$ cat src/rtl/vga_axi_pkg.sv
// Shared AXI read-channel encodings, FSM state type and the beat-address advance
// helper used by the read responder and the fetcher bench.
package vga_axi_pkg;

   localparam int unsigned MAX_AW = 64;

   typedef enum logic [1:0] {
      BURST_FIXED = 2'b00,
      BURST_INCR  = 2'b01,
      BURST_WRAP  = 2'b10,
      BURST_RSVD  = 2'b11
   } burst_e;

   typedef enum logic [1:0] {
      RESP_OKAY   = 2'b00,
      RESP_EXOKAY = 2'b01,
      RESP_SLVERR = 2'b10,
      RESP_DECERR = 2'b11
   } resp_e;

   typedef enum logic {
      ST_IDLE  = 1'b0,
      ST_BURST = 1'b1
   } state_e;

   // Per-beat side-band carried next to the data word through the R buffer.
   typedef struct packed {
      logic [1:0] resp;
      logic       last;
   } r_meta_t;

   // Address of the beat following addr; WRAP stays inside a (len+1)<<size aligned block.
   function automatic logic [MAX_AW-1:0] beat_addr_next(
      input logic [MAX_AW-1:0] addr,
      input logic [1:0]        burst,
      input logic [7:0]        len,
      input logic [2:0]        size
   );
      logic [MAX_AW-1:0] step;
      logic [MAX_AW-1:0] mask;
      logic [MAX_AW-1:0] incr;
      logic [MAX_AW-1:0] res;
      step = MAX_AW'(1) << size;
      mask = ((MAX_AW'(len) + MAX_AW'(1)) << size) - MAX_AW'(1);
      incr = addr + step;
      res  = incr;
      if (burst == BURST_FIXED) begin
         res = addr;
      end else if (burst == BURST_WRAP) begin
         res = (addr & ~mask) | (incr & mask);
      end
      return res;
   endfunction

endpackage

$ cat src/rtl/vga_axi_rd_slave_if.sv
// AR/R channel bundle between the VGA frame fetcher (master) and the frame store (slave).
interface vga_axi_rd_slave_if #(
   parameter int unsigned ADDR_WIDTH = 64,
   parameter int unsigned DATA_WIDTH = 64
);
   logic                  arvalid_i;
   logic                  arready_o;
   logic [ADDR_WIDTH-1:0] araddr_i;
   logic [1:0]            arburst_i;
   logic [7:0]            arlen_i;
   logic [2:0]            arsize_i;
   logic                  rvalid_o;
   logic                  rready_i;
   logic [DATA_WIDTH-1:0] rdata_o;
   logic [1:0]            rresp_o;
   logic                  rlast_o;

   modport slave (
      input  arvalid_i, araddr_i, arburst_i, arlen_i, arsize_i, rready_i,
      output arready_o, rvalid_o, rdata_o, rresp_o, rlast_o
   );

   modport master (
      output arvalid_i, araddr_i, arburst_i, arlen_i, arsize_i, rready_i,
      input  arready_o, rvalid_o, rdata_o, rresp_o, rlast_o
   );
endinterface

$ cat src/rtl/vga_axi_rd_fifo.sv
// Two-entry synchronous FIFO holding R beats; occupancy is exported for the issue logic.
module vga_axi_rd_fifo #(
   parameter int unsigned WIDTH = 8
) (
   input  logic             i_clk,
   input  logic             i_rst_n,
   input  logic             i_push,
   input  logic [WIDTH-1:0] i_data,
   input  logic             i_pop,
   output logic [WIDTH-1:0] o_data,
   output logic [1:0]       o_count
);
   logic [WIDTH-1:0] r_mem [2];
   logic             r_wptr;
   logic             r_rptr;
   logic [1:0]       r_count;

   always_ff @(posedge i_clk or negedge i_rst_n) begin
      if (!i_rst_n) begin
         r_mem[0] <= '0;
         r_mem[1] <= '0;
         r_wptr   <= 1'b0;
         r_rptr   <= 1'b0;
         r_count  <= 2'd0;
      end else begin
         if (i_push) begin
            r_mem[r_wptr] <= i_data;
            r_wptr        <= ~r_wptr;
         end
         if (i_pop) begin
            r_rptr <= ~r_rptr;
         end
         case ({i_push, i_pop})
            2'b10:   r_count <= r_count + 2'd1;
            2'b01:   r_count <= r_count - 2'd1;
            default: r_count <= r_count;
         endcase
      end
   end

   assign o_data  = r_mem[r_rptr];
   assign o_count = r_count;
endmodule

$ cat src/rtl/vga_axi_rd_slave.sv
// AXI4 read responder serving FIXED/INCR/WRAP bursts from a single-port synchronous
// frame memory, with window decode (DECERR), request checks (SLVERR) and R back-pressure.
module vga_axi_rd_slave
   import vga_axi_pkg::*;
#(
   parameter int unsigned ADDR_WIDTH = 64,
   parameter int unsigned DATA_WIDTH = 64,
   parameter int unsigned MEM_AW     = 16
) (
   input  logic                  clk_a,
   input  logic                  resetn_a,
   input  logic [ADDR_WIDTH-1:0] win_base_i,
   input  logic [ADDR_WIDTH-1:0] win_top_i,
   vga_axi_rd_slave_if.slave     s_axi,
   output logic                  mem_en_o,
   output logic [MEM_AW-1:0]     mem_addr_o,
   input  logic [DATA_WIDTH-1:0] mem_rdata_i
);
   localparam int unsigned LOG2B = $clog2(DATA_WIDTH / 8);
   localparam int unsigned MW    = $bits(r_meta_t);
   localparam int unsigned FW    = DATA_WIDTH + MW;

   state_e                r_state;
   state_e                w_state_n;
   logic                  r_arready;
   logic [ADDR_WIDTH-1:0] r_addr;
   logic [7:0]            r_len;
   logic [2:0]            r_size;
   logic [1:0]            r_burst;
   logic                  r_req_err;
   logic [8:0]            r_cnt;
   logic                  r_infl;
   r_meta_t               r_infl_meta;

   logic                  w_hs;
   logic                  w_issue;
   logic                  w_pop;
   logic                  w_rvalid;
   logic                  w_room;
   logic                  w_dec_err;
   logic                  w_req_err;
   logic [1:0]            w_resp;
   logic [1:0]            w_fifo_count;
   logic [FW-1:0]         w_push_data;
   logic [FW-1:0]         w_head;
   r_meta_t               w_head_meta;
   logic [DATA_WIDTH-1:0] w_push_rdata;
   logic [ADDR_WIDTH-1:0] w_off;

   assign w_req_err = (s_axi.arburst_i == BURST_RSVD)
                    || (s_axi.arsize_i > 3'(LOG2B))
                    || ((s_axi.arburst_i == BURST_WRAP)
                        && !(s_axi.arlen_i inside {8'd1, 8'd3, 8'd7, 8'd15}));

   assign w_rvalid  = (w_fifo_count != 2'd0);
   assign w_pop     = w_rvalid && s_axi.rready_i;
   // Buffered + in-flight beats after this cycle's pop must leave a free slot.
   assign w_room    = ({1'b0, w_fifo_count} + {2'b00, r_infl}) < (3'd2 + {2'b00, w_pop});
   assign w_dec_err = (r_addr < win_base_i) || (r_addr > win_top_i);
   assign w_off     = r_addr - win_base_i;

   always_comb begin
      w_state_n = r_state;
      w_hs      = 1'b0;
      w_issue   = 1'b0;
      w_resp    = RESP_OKAY;
      if (r_req_err) begin
         w_resp = RESP_SLVERR;
      end else if (w_dec_err) begin
         w_resp = RESP_DECERR;
      end
      case (r_state)
         ST_IDLE: begin
            if (s_axi.arvalid_i && r_arready) begin
               w_hs      = 1'b1;
               w_state_n = ST_BURST;
            end
         end
         ST_BURST: begin
            w_issue = (r_cnt <= {1'b0, r_len}) && w_room;
            if (w_pop && w_head_meta.last) begin
               w_state_n = ST_IDLE;
            end
         end
         default: w_state_n = ST_IDLE;
      endcase
   end

   always_ff @(posedge clk_a or negedge resetn_a) begin
      if (!resetn_a) begin
         r_state   <= ST_IDLE;
         r_arready <= 1'b0;
      end else begin
         r_state   <= w_state_n;
         r_arready <= (w_state_n == ST_IDLE);
      end
   end

   // Burst context and the one-beat memory-latency stage.
   always_ff @(posedge clk_a or negedge resetn_a) begin
      if (!resetn_a) begin
         r_addr      <= '0;
         r_len       <= 8'd0;
         r_size      <= 3'd0;
         r_burst     <= 2'd0;
         r_req_err   <= 1'b0;
         r_cnt       <= 9'd0;
         r_infl      <= 1'b0;
         r_infl_meta <= '0;
      end else begin
         if (w_hs) begin
            r_addr    <= s_axi.araddr_i;
            r_len     <= s_axi.arlen_i;
            r_size    <= s_axi.arsize_i;
            r_burst   <= s_axi.arburst_i;
            r_req_err <= w_req_err;
            r_cnt     <= 9'd0;
         end else if (w_issue) begin
            r_addr <= ADDR_WIDTH'(beat_addr_next(MAX_AW'(r_addr), r_burst, r_len, r_size));
            r_cnt  <= r_cnt + 9'd1;
         end
         r_infl           <= w_issue;
         r_infl_meta.resp <= w_resp;
         r_infl_meta.last <= (r_cnt == {1'b0, r_len});
      end
   end

   assign mem_en_o   = w_issue && (w_resp == RESP_OKAY);
   assign mem_addr_o = mem_en_o ? MEM_AW'(w_off >> LOG2B) : '0;

   assign w_push_rdata = (r_infl_meta.resp == RESP_OKAY) ? mem_rdata_i : '0;
   assign w_push_data  = {w_push_rdata, r_infl_meta};

   vga_axi_rd_fifo #(
      .WIDTH (FW)
   ) u_fifo (
      .i_clk   (clk_a),
      .i_rst_n (resetn_a),
      .i_push  (r_infl),
      .i_data  (w_push_data),
      .i_pop   (w_pop),
      .o_data  (w_head),
      .o_count (w_fifo_count)
   );

   assign w_head_meta = r_meta_t'(w_head[MW-1:0]);

   assign s_axi.arready_o = r_arready;
   assign s_axi.rvalid_o  = w_rvalid;
   assign s_axi.rdata_o   = w_rvalid ? w_head[FW-1 -: DATA_WIDTH] : '0;
   assign s_axi.rresp_o   = w_rvalid ? w_head_meta.resp : 2'b00;
   assign s_axi.rlast_o   = w_rvalid && w_head_meta.last;
endmodule

$ cat src/flat_wrapper.sv
// flat-port wrapper written by rule: the top's interface ports become plain ports
module vga_axi_rd_slave_flat import vga_axi_pkg::*;
#(
   parameter int unsigned ADDR_WIDTH = 64,
   parameter int unsigned DATA_WIDTH = 64,
   parameter int unsigned MEM_AW     = 16
)
  (clk_a, resetn_a, win_base_i, win_top_i, mem_en_o, mem_addr_o, mem_rdata_i, s_axi_arvalid_i, s_axi_araddr_i, s_axi_arburst_i, s_axi_arlen_i, s_axi_arsize_i, s_axi_rready_i, s_axi_arready_o, s_axi_rvalid_o, s_axi_rdata_o, s_axi_rresp_o, s_axi_rlast_o);
  vga_axi_rd_slave_if #(.ADDR_WIDTH(ADDR_WIDTH), .DATA_WIDTH(DATA_WIDTH)) s_axi_i ();
  input  logic clk_a;
  input  logic resetn_a;
  input  logic [ADDR_WIDTH-1:0] win_base_i;
  input  logic [ADDR_WIDTH-1:0] win_top_i;
  output logic mem_en_o;
  output logic [MEM_AW-1:0] mem_addr_o;
  input  logic [DATA_WIDTH-1:0] mem_rdata_i;
  input wire logic [$bits(s_axi_i.arvalid_i)-1:0] s_axi_arvalid_i;
  input wire logic [$bits(s_axi_i.araddr_i)-1:0] s_axi_araddr_i;
  input wire logic [$bits(s_axi_i.arburst_i)-1:0] s_axi_arburst_i;
  input wire logic [$bits(s_axi_i.arlen_i)-1:0] s_axi_arlen_i;
  input wire logic [$bits(s_axi_i.arsize_i)-1:0] s_axi_arsize_i;
  input wire logic [$bits(s_axi_i.rready_i)-1:0] s_axi_rready_i;
  output wire logic [$bits(s_axi_i.arready_o)-1:0] s_axi_arready_o;
  output wire logic [$bits(s_axi_i.rvalid_o)-1:0] s_axi_rvalid_o;
  output wire logic [$bits(s_axi_i.rdata_o)-1:0] s_axi_rdata_o;
  output wire logic [$bits(s_axi_i.rresp_o)-1:0] s_axi_rresp_o;
  output wire logic [$bits(s_axi_i.rlast_o)-1:0] s_axi_rlast_o;
  assign s_axi_i.arvalid_i = s_axi_arvalid_i;
  assign s_axi_i.araddr_i = s_axi_araddr_i;
  assign s_axi_i.arburst_i = s_axi_arburst_i;
  assign s_axi_i.arlen_i = s_axi_arlen_i;
  assign s_axi_i.arsize_i = s_axi_arsize_i;
  assign s_axi_i.rready_i = s_axi_rready_i;
  assign s_axi_arready_o = s_axi_i.arready_o;
  assign s_axi_rvalid_o = s_axi_i.rvalid_o;
  assign s_axi_rdata_o = s_axi_i.rdata_o;
  assign s_axi_rresp_o = s_axi_i.rresp_o;
  assign s_axi_rlast_o = s_axi_i.rlast_o;
  vga_axi_rd_slave #(.ADDR_WIDTH(ADDR_WIDTH), .DATA_WIDTH(DATA_WIDTH), .MEM_AW(MEM_AW)) u_core (.clk_a(clk_a), .resetn_a(resetn_a), .win_base_i(win_base_i), .win_top_i(win_top_i), .s_axi(s_axi_i), .mem_en_o(mem_en_o), .mem_addr_o(mem_addr_o), .mem_rdata_i(mem_rdata_i));
endmodule
$ cat config.mk
export PLATFORM = sky130hd
export DESIGN_NAME = vga_axi_rd_slave_flat
export DESIGN_NICKNAME = d
export VERILOG_FILES = /design/src/rtl/vga_axi_pkg.sv /design/src/rtl/vga_axi_rd_slave_if.sv /design/src/rtl/vga_axi_rd_fifo.sv /design/src/rtl/vga_axi_rd_slave.sv /design/src/flat_wrapper.sv
export SDC_FILE = /design/constraint.sdc
export NUM_CORES = 1
export LEC_CHECK = 0
export ABC_CLOCK_PERIOD_IN_PS = 5000
export BUFFER_PORTS_ARGS = -buffer_cell sky130_fd_sc_hd__buf_2
export CORE_MARGIN = 2
export CORE_UTILIZATION = 52
export CTS_BUF_LIST = sky130_fd_sc_hd__clkbuf_8
export DETAILED_ROUTE_END_ITERATION = 8
export GPL_ROUTABILITY_DRIVEN = 0
export PLACE_DENSITY = 0.8
export SKIP_CTS_REPAIR_TIMING = 1
export SLEW_MARGIN = 20
export SYNTH_ARGS = -nofsm -noshare
export SYNTH_HDL_FRONTEND = slang
export SYNTH_SLANG_ARGS = --single-unit
export TNS_END_PERCENT = 1
$ cat constraint.sdc
create_clock -name clk_a -period 5 [get_ports clk_a]
set_input_delay 1.25 -clock clk_a [delete_from_list [all_inputs] [get_ports clk_a]]
set_output_delay 1.25 -clock clk_a [all_outputs]
set_load 0.05 [all_outputs]
**Word-level counts from Yosys, hierarchy flattened**

Cells that the tools add are included.

- Bits of input ports: 273
- Register bits after elaboration: 231
- Logic and storage cells: 100
- Output and inout bits: 86

- Shift-type cells: 2
- Mux-type cells: 24
- Add/subtract/negate cells: 9
- Magnitude comparators: 8
- Reduce and logical (&&, ||, !) cells: 20
- Equal/unequal tests: 11
- Bitwise operators: 10

Operators by type and width:

| kind | number |
|---|---|
| $mux 64 | 6 |
| $mux 67 | 4 |
| $bwmux 134 | 1 |
| $and 64x64->64 | 2 |
| $demux 67 s1 | 1 |
| $add 64x64->64 | 1 |
| $gt 64x64->1 | 1 |
| $lt 64x64->1 | 1 |
| $not 64->64 | 1 |
| $or 64x64->64 | 1 |
| $shl 1x3->64 const A | 1 |
| $shl 64x3->64 | 1 |
| $sub 64x1->64 const B | 1 |
| $sub 19x19->19 | 1 |
| $mux 9 | 2 |
| $mux 16 | 1 |
| $add 8x1->9 const B | 1 |
| $add 9x1->9 const B | 1 |
| $eq 9x8->1 | 1 |
| $le 9x8->1 | 1 |
| $eq 2x2->1 const B | 4 |
| $eq 8x1->1 const B | 1 |
| $eq 8x2->1 const B | 1 |
| $eq 8x3->1 const B | 1 |
| 24 further kinds | 47 |

**Depth between registers and ports, before layout**

- Word-level depth: 10
- Depth in mapped cells: 19
- Mapped depth without buffers: 16

**Hierarchy**

A second synthesis with hierarchy kept.

- Cell total of the unflattened synthesis: 1,917
- Area, all modules: 17,745.8 sq um

By module, submodules not included:

| module | instances | area an instance (sq um) | cells an instance | seq. area each (sq um) |
|---|---|---|---|---|
| vga_axi_rd_slave | 1 | 11,663.7 | 1,546 | 2,327.2 |
| vga_axi_rd_fifo | 1 | 6,082.1 | 371 | 3,453.3 |

**Worst setup path after synthesis**

No wires, ideal clock.

- Path type: input port to output port
- Start: input port win_base_i[57]
- End: output port mem_addr_o[11]
- Arrival time: 4.729 ns
- Slack: -0.979 ns
- Path buffers: 1
- Stages on the path: 13
- Data required time: 3.750 ns
- Cell sequence: inv_1 ha_1 nand4_1 or3_1 nor3_1 nand2_1 or4_1 o221ai_1 or3_1 a31oi_1 and4bb_2 clkbuf_1 o2111a_1

- Longest elaborated chain between the ends: 7

RTL lines:

| what | line | source |
|---|---|---|
| from (decl) | flat_wrapper.sv:12 | `input logic [ADDR_WIDTH-1:0] win_base_i;` |
| $lt 64x64->1 | vga_axi_rd_slave.sv:59 | `assign w_dec_err = (r_addr < win_base_i) \|\| (r_addr > win_top_i);` |
| $logic_or 1x1->1 | vga_axi_rd_slave.sv:59 |  |
| $mux 2 | vga_axi_rd_slave.sv:69 | `end else if (w_dec_err) begin` |
| $mux 2 | vga_axi_rd_slave.sv:67 | `if (r_req_err) begin` |
| $logic_not 2->1 | vga_axi_rd_slave.sv:128 | `assign mem_en_o = w_issue && (w_resp == RESP_OKAY);` |
| $logic_and 1x1->1 | vga_axi_rd_slave.sv:128 |  |
| net mem_en_o | flat_wrapper.sv:14 | `output logic mem_en_o;` |
| $mux 16 | vga_axi_rd_slave.sv:129 | `assign mem_addr_o = mem_en_o ? MEM_AW'(w_off >> LOG2B) : '0;` |
| to (decl) | flat_wrapper.sv:15 | `output logic [MEM_AW-1:0] mem_addr_o;` |

The timed path passes the listed nets, and every way through them passes these cells.

**Final worst setup path**

- Start: input port win_base_i[58]
- End: output port mem_addr_o[7]

- Longest elaborated chain between the ends: 7

RTL lines:

| what | line |
|---|---|
| $lt 64x64->1 | vga_axi_rd_slave.sv:59 |
| $logic_or 1x1->1 | vga_axi_rd_slave.sv:59 |
| $mux 2 | vga_axi_rd_slave.sv:69 |
| $mux 2 | vga_axi_rd_slave.sv:67 |
| $logic_not 2->1 | vga_axi_rd_slave.sv:128 |
| $logic_and 1x1->1 | vga_axi_rd_slave.sv:128 |
| $mux 16 | vga_axi_rd_slave.sv:129 |

Every way passes these cells.

==> metrics.log <==
[metrics] result of the run: finished, violations left
[metrics] failing checks: negative setup slack
[metrics] I/O Buffers: 358
[metrics] number of cells in the finished layout apart from fillers: 2,800
[metrics] Worst path max stage delay: between 0.4 and 0.5 ns
[metrics] Core Util, Final: 64.6%
[metrics] max_cap viols: 0
[metrics] root buffer selected by CTS: sky130_fd_sc_hd__clkbuf_8
[metrics] Critical Path, Cell by Cell: buf_6, inv_8, ha_4, nand2_1, or3_4, nor3_4, nand2_1, or4_4, o221ai_2, or3_1, a31oi_2, and4bb_2, buf_12, buf_12, and2_4, buf_12
[metrics] element type at the critical path end: output pin
[metrics] setup repair after global routing missed its margin: yes
[metrics] maximum fanout along the worst path: 15
[metrics] register share of total power: between 20% and 30%
[metrics] total wire length: 49.3 mm
[metrics] critical setup path kind: input port to output pin
[metrics] clock latency at the later pin of the worst-skew pair: around 0.54 ns
[metrics] number of clock sinks seen by CTS: around 230
[metrics] antenna-violating nets left: 0
[metrics] average footprint of a synthesized cell: about 8.3 sq um
[metrics] wire length of the first global-routing pass: 78.6 mm
[metrics] die height: 182 um
[metrics] Site Rows: 65
[metrics] Worst path slowest cell: sky130_fd_sc_hd__or4_4
[metrics] Unique masters post-synth: 80
[metrics] effective utilization at floorplan: 52.6%
[metrics] fraction of final layout cells sized beyond drive strength 1: 23.5%
[metrics] worst vdd ir: just under 0.0004 V
[metrics] TritonCTS clock tree: done
[metrics] violation count after the first detailed-route iteration: roughly 1,000
[metrics] combinational power share: 57.8%
[metrics] final HPWL from detailed placement: 36.8 mm
[metrics] average detailed-routed wire length per instance: 17.6 um
[metrics] via count of the first global-routing pass: 15,977
[metrics] async set-or-reset flop fraction in the synthesized netlist: 100%
[metrics] warning count from the yosys run: 0
[metrics] Required @ worst endpoint: ~3.8 ns
[metrics] cell with the most instances after synthesis: sky130_fd_sc_hd__nand2_1
[metrics] design internal power: between 6000 and 7000 uW
[metrics] total instance count after detailed placement: 2,725
[metrics] leakage: 0.0104 uW
[metrics] startpoint type of the worst setup path: input port
[metrics] largest cells by area after synthesis: sky130_fd_sc_hd__dfrtp_1 (35%), sky130_fd_sc_hd__ha_1 (11%), sky130_fd_sc_hd__nand2_1 (7.6%)
[metrics] portion of synthesized cell area occupied by the leading cell type: a little over a third
[metrics] largest area contributor in the synthesized netlist: sky130_fd_sc_hd__dfrtp_1
[metrics] fin nets: 2,790
[metrics] Pwr Density: between 600 and 700 nW/um^2
[metrics] hold slack: ~0.46 ns
[metrics] Die Wd: approximately 180 um
[metrics] crit share post-route: 108%
[metrics] Design Power: 12,700 uW
[metrics] residual DRC count: 0
[metrics] final count of hold timing violations: 0
[metrics] total global-route track usage: between 20% and 30%
[metrics] delay-heaviest family, CP: simple AND/OR/NAND/NOR gates
[metrics] number of levels the H-tree was split into: 2
[metrics] largest net degree at the start of global routing: 116
[metrics] syn nets: 2,422
[metrics] overall overflow remaining after global route: 0
[metrics] Hold Path Class: flip-flop to flip-flop
[metrics] placeable core region: 31,400 sq um
[metrics] count of flip-flops with a built-in enable after synthesis: 0
[metrics] overall via count from detail_route: 16,060
[metrics] Slew HR: 30.0%
[metrics] least setup slack across all paths after layout: -0.381 ns
[metrics] fraction of power spent switching nets: a little under 50%
[metrics] r2r worst-path depth: 17
[metrics] post-route clock skew: around 0.021 ns
[metrics] growth of design area from synthesis to finish: 22.7%
[metrics] path length in cells of the critical path: 16
[metrics] clock buffers created by TritonCTS: 41
[metrics] leading cell types by count after synthesis: sky130_fd_sc_hd__nand2_1 (336), sky130_fd_sc_hd__dfrtp_1 (231), sky130_fd_sc_hd__o21ai_0 (196)
[metrics] endpoints failing setup: 17
[metrics] worst endpoint data arrival time: 4.13 ns
[metrics] Cells after Synth: 1,998
[metrics] number of synthesized register bits: 231
[metrics] Clock Pin Slew Worst Setup and Hold Paths: approximately 0.050 ns
[metrics] number of antenna violations at the first check in global routing: 7
[metrics] switching power: 6260 uW
[metrics] clock network power share: between 10 and 15%
[metrics] area of the die: 33,200 sq um
[metrics] area of the mapped netlist: roughly 17,000 sq um
[metrics] sequential share of the synthesized area: between 30% and 40%
[metrics] top achievable clock speed: 0.186 GHz
[metrics] count of buffering cells on the critical path with inverters included: 5
[metrics] CTS Buffer Depth: 3
[metrics] router iterations before antenna repair: 7
[metrics] max-slew violation count: 0
[metrics] number of fill cells: 2,649
[metrics] Worst Tran Pin Value: between 1 and 1.5 ns
[metrics] number of top-level design ports: 359
[metrics] critical path's most frequent cell: sky130_fd_sc_hd__buf_12
[metrics] time the worst path needs with I/O delays and setup: 5.38 ns
[metrics] vias per inst: 5.74
[metrics] Hold Path Stages: 1
[metrics] worst slack, placed: -0.683 ns
[metrics] most used flip-flop cell after synthesis: sky130_fd_sc_hd__dfrtp_1
==> logic make-up (layout without fill, tap and decap cells) <==
logic type / Yosys count / after routing / synth area share, %
compound gates: 444 / 444 / 16.4
xor+xnor: 85 / 85 / 4.51
simple gates: 739 / 739 / 21.0
fa+ha+maj: 151 / 151 / 11.5
buf+inv: 259 / 656 / 6.22
other cells: 0 / 3 / 0
mux: 89 / 89 / 5.46
flops: 231 / 231 / 35.0
==> routing by layer <==
metal	vias up	part of all wire [%]	GRT usage, %
met3	168	7.1	6.07
met4	6	4.6	13.6
met2	642	47	47.9
li1	7645	-	-
met5	-	0.089	0
met1	7599	41	36.1
==> worst paths after layout <==
| check | from | end | slack, ns |
|---|---|---|---|
| hold reg to reg | u_core.r_cnt[8] | u_core.r_infl_meta[0] | 0.46 |
| min in group asynchronous | resetn_a | u_core.u_fifo.r_mem[99] | 0.77 |
| hold / removal | u_core.r_cnt[8] | u_core.r_infl_meta[0] | 0.46 |
| setup reg to reg | u_core.r_size[2] | flip-flop | 0.46 |
| setup / recovery | win_base_i[58] | mem_addr_o[7] | -0.38 |
| max in group asynchronous | resetn_a | u_core.u_fifo.r_mem[79] | 2.98 |
==> layout by cell type (no fill, tap or decap), types with 64 or more instances in the layout <==
cell	synthesis	layout
sky130_fd_sc_hd__o21ai_0	196	193
sky130_fd_sc_hd__inv_1	158	163
sky130_fd_sc_hd__buf_4	3	64
sky130_fd_sc_hd__nor2_1	145	142
sky130_fd_sc_hd__mux2i_1	80	80
sky130_fd_sc_hd__a21oi_1	67	66
sky130_fd_sc_hd__dfrtp_1	231	230
sky130_fd_sc_hd__ha_1	150	142
sky130_fd_sc_hd__nand2_1	336	334
sky130_fd_sc_hd__buf_2	11	334
==> final cells by class <==
| cell class | instances | area (sq um) | area share, % |
|---|---|---|---|
| diodes | 3 | 7.51 | 0.0370 |
| clock buffers | 52 | 716 | 3.53 |
| clock inverters | 20 | 114 | 0.562 |
| inverters | 158 | 608 | 3.00 |
| multi-input cells | 1508 | 10000 | 49.3 |
| flip-flops and latches | 231 | 5780 | 28.5 |
| well taps | 402 | 503 | 2.48 |
| repair buffers | 426 | 2540 | 12.5 |
==> power groups by stage <==
stage	combinational (uW)	clock, uW	sequential [uW]
floorplan	5380	0	3200
detailed placement	7130	0	3620
global placement	6880	0	3560
global route	8080	1900	3720
finish	7360	1770	3610
CTS	7180	1820	3590
==> metrics by stage <==
step / instance area, sq um / setup TNS, ns
2_1_floorplan: 16700 / -0.694
3_3_place_gp: 19200 / -10.57
3_5_place_dp: 19200 / -10.75
4_1_cts: 20000 / -10.83
5_1_grt: 20300 / -7.87
6_report: 20300 / -5.54
==> worst reg2reg max path: stages (launching register included) <==
cell and delay (ns):
sky130_fd_sc_hd__dfrtp_1 0.37, sky130_fd_sc_hd__inv_1 0.31, sky130_fd_sc_hd__nand2_1 0.21, sky130_fd_sc_hd__nor2_1 0.18, sky130_fd_sc_hd__ha_1 0.20, sky130_fd_sc_hd__inv_1 0.06
sky130_fd_sc_hd__fa_1 0.40, sky130_fd_sc_hd__nor2b_1 0.12, sky130_fd_sc_hd__o21ai_0 0.11, sky130_fd_sc_hd__a21boi_1 0.36, sky130_fd_sc_hd__o2111ai_1 0.28, sky130_fd_sc_hd__nor3_1 0.33
sky130_fd_sc_hd__nand3_1 0.11, sky130_fd_sc_hd__buf_4 0.19, sky130_fd_sc_hd__or3_1 0.59, sky130_fd_sc_hd__nor4_2 0.37, sky130_fd_sc_hd__xnor2_1 0.16, sky130_fd_sc_hd__o21ai_1 0.07
No activity file was read; power rests on OpenSTA's default activity.
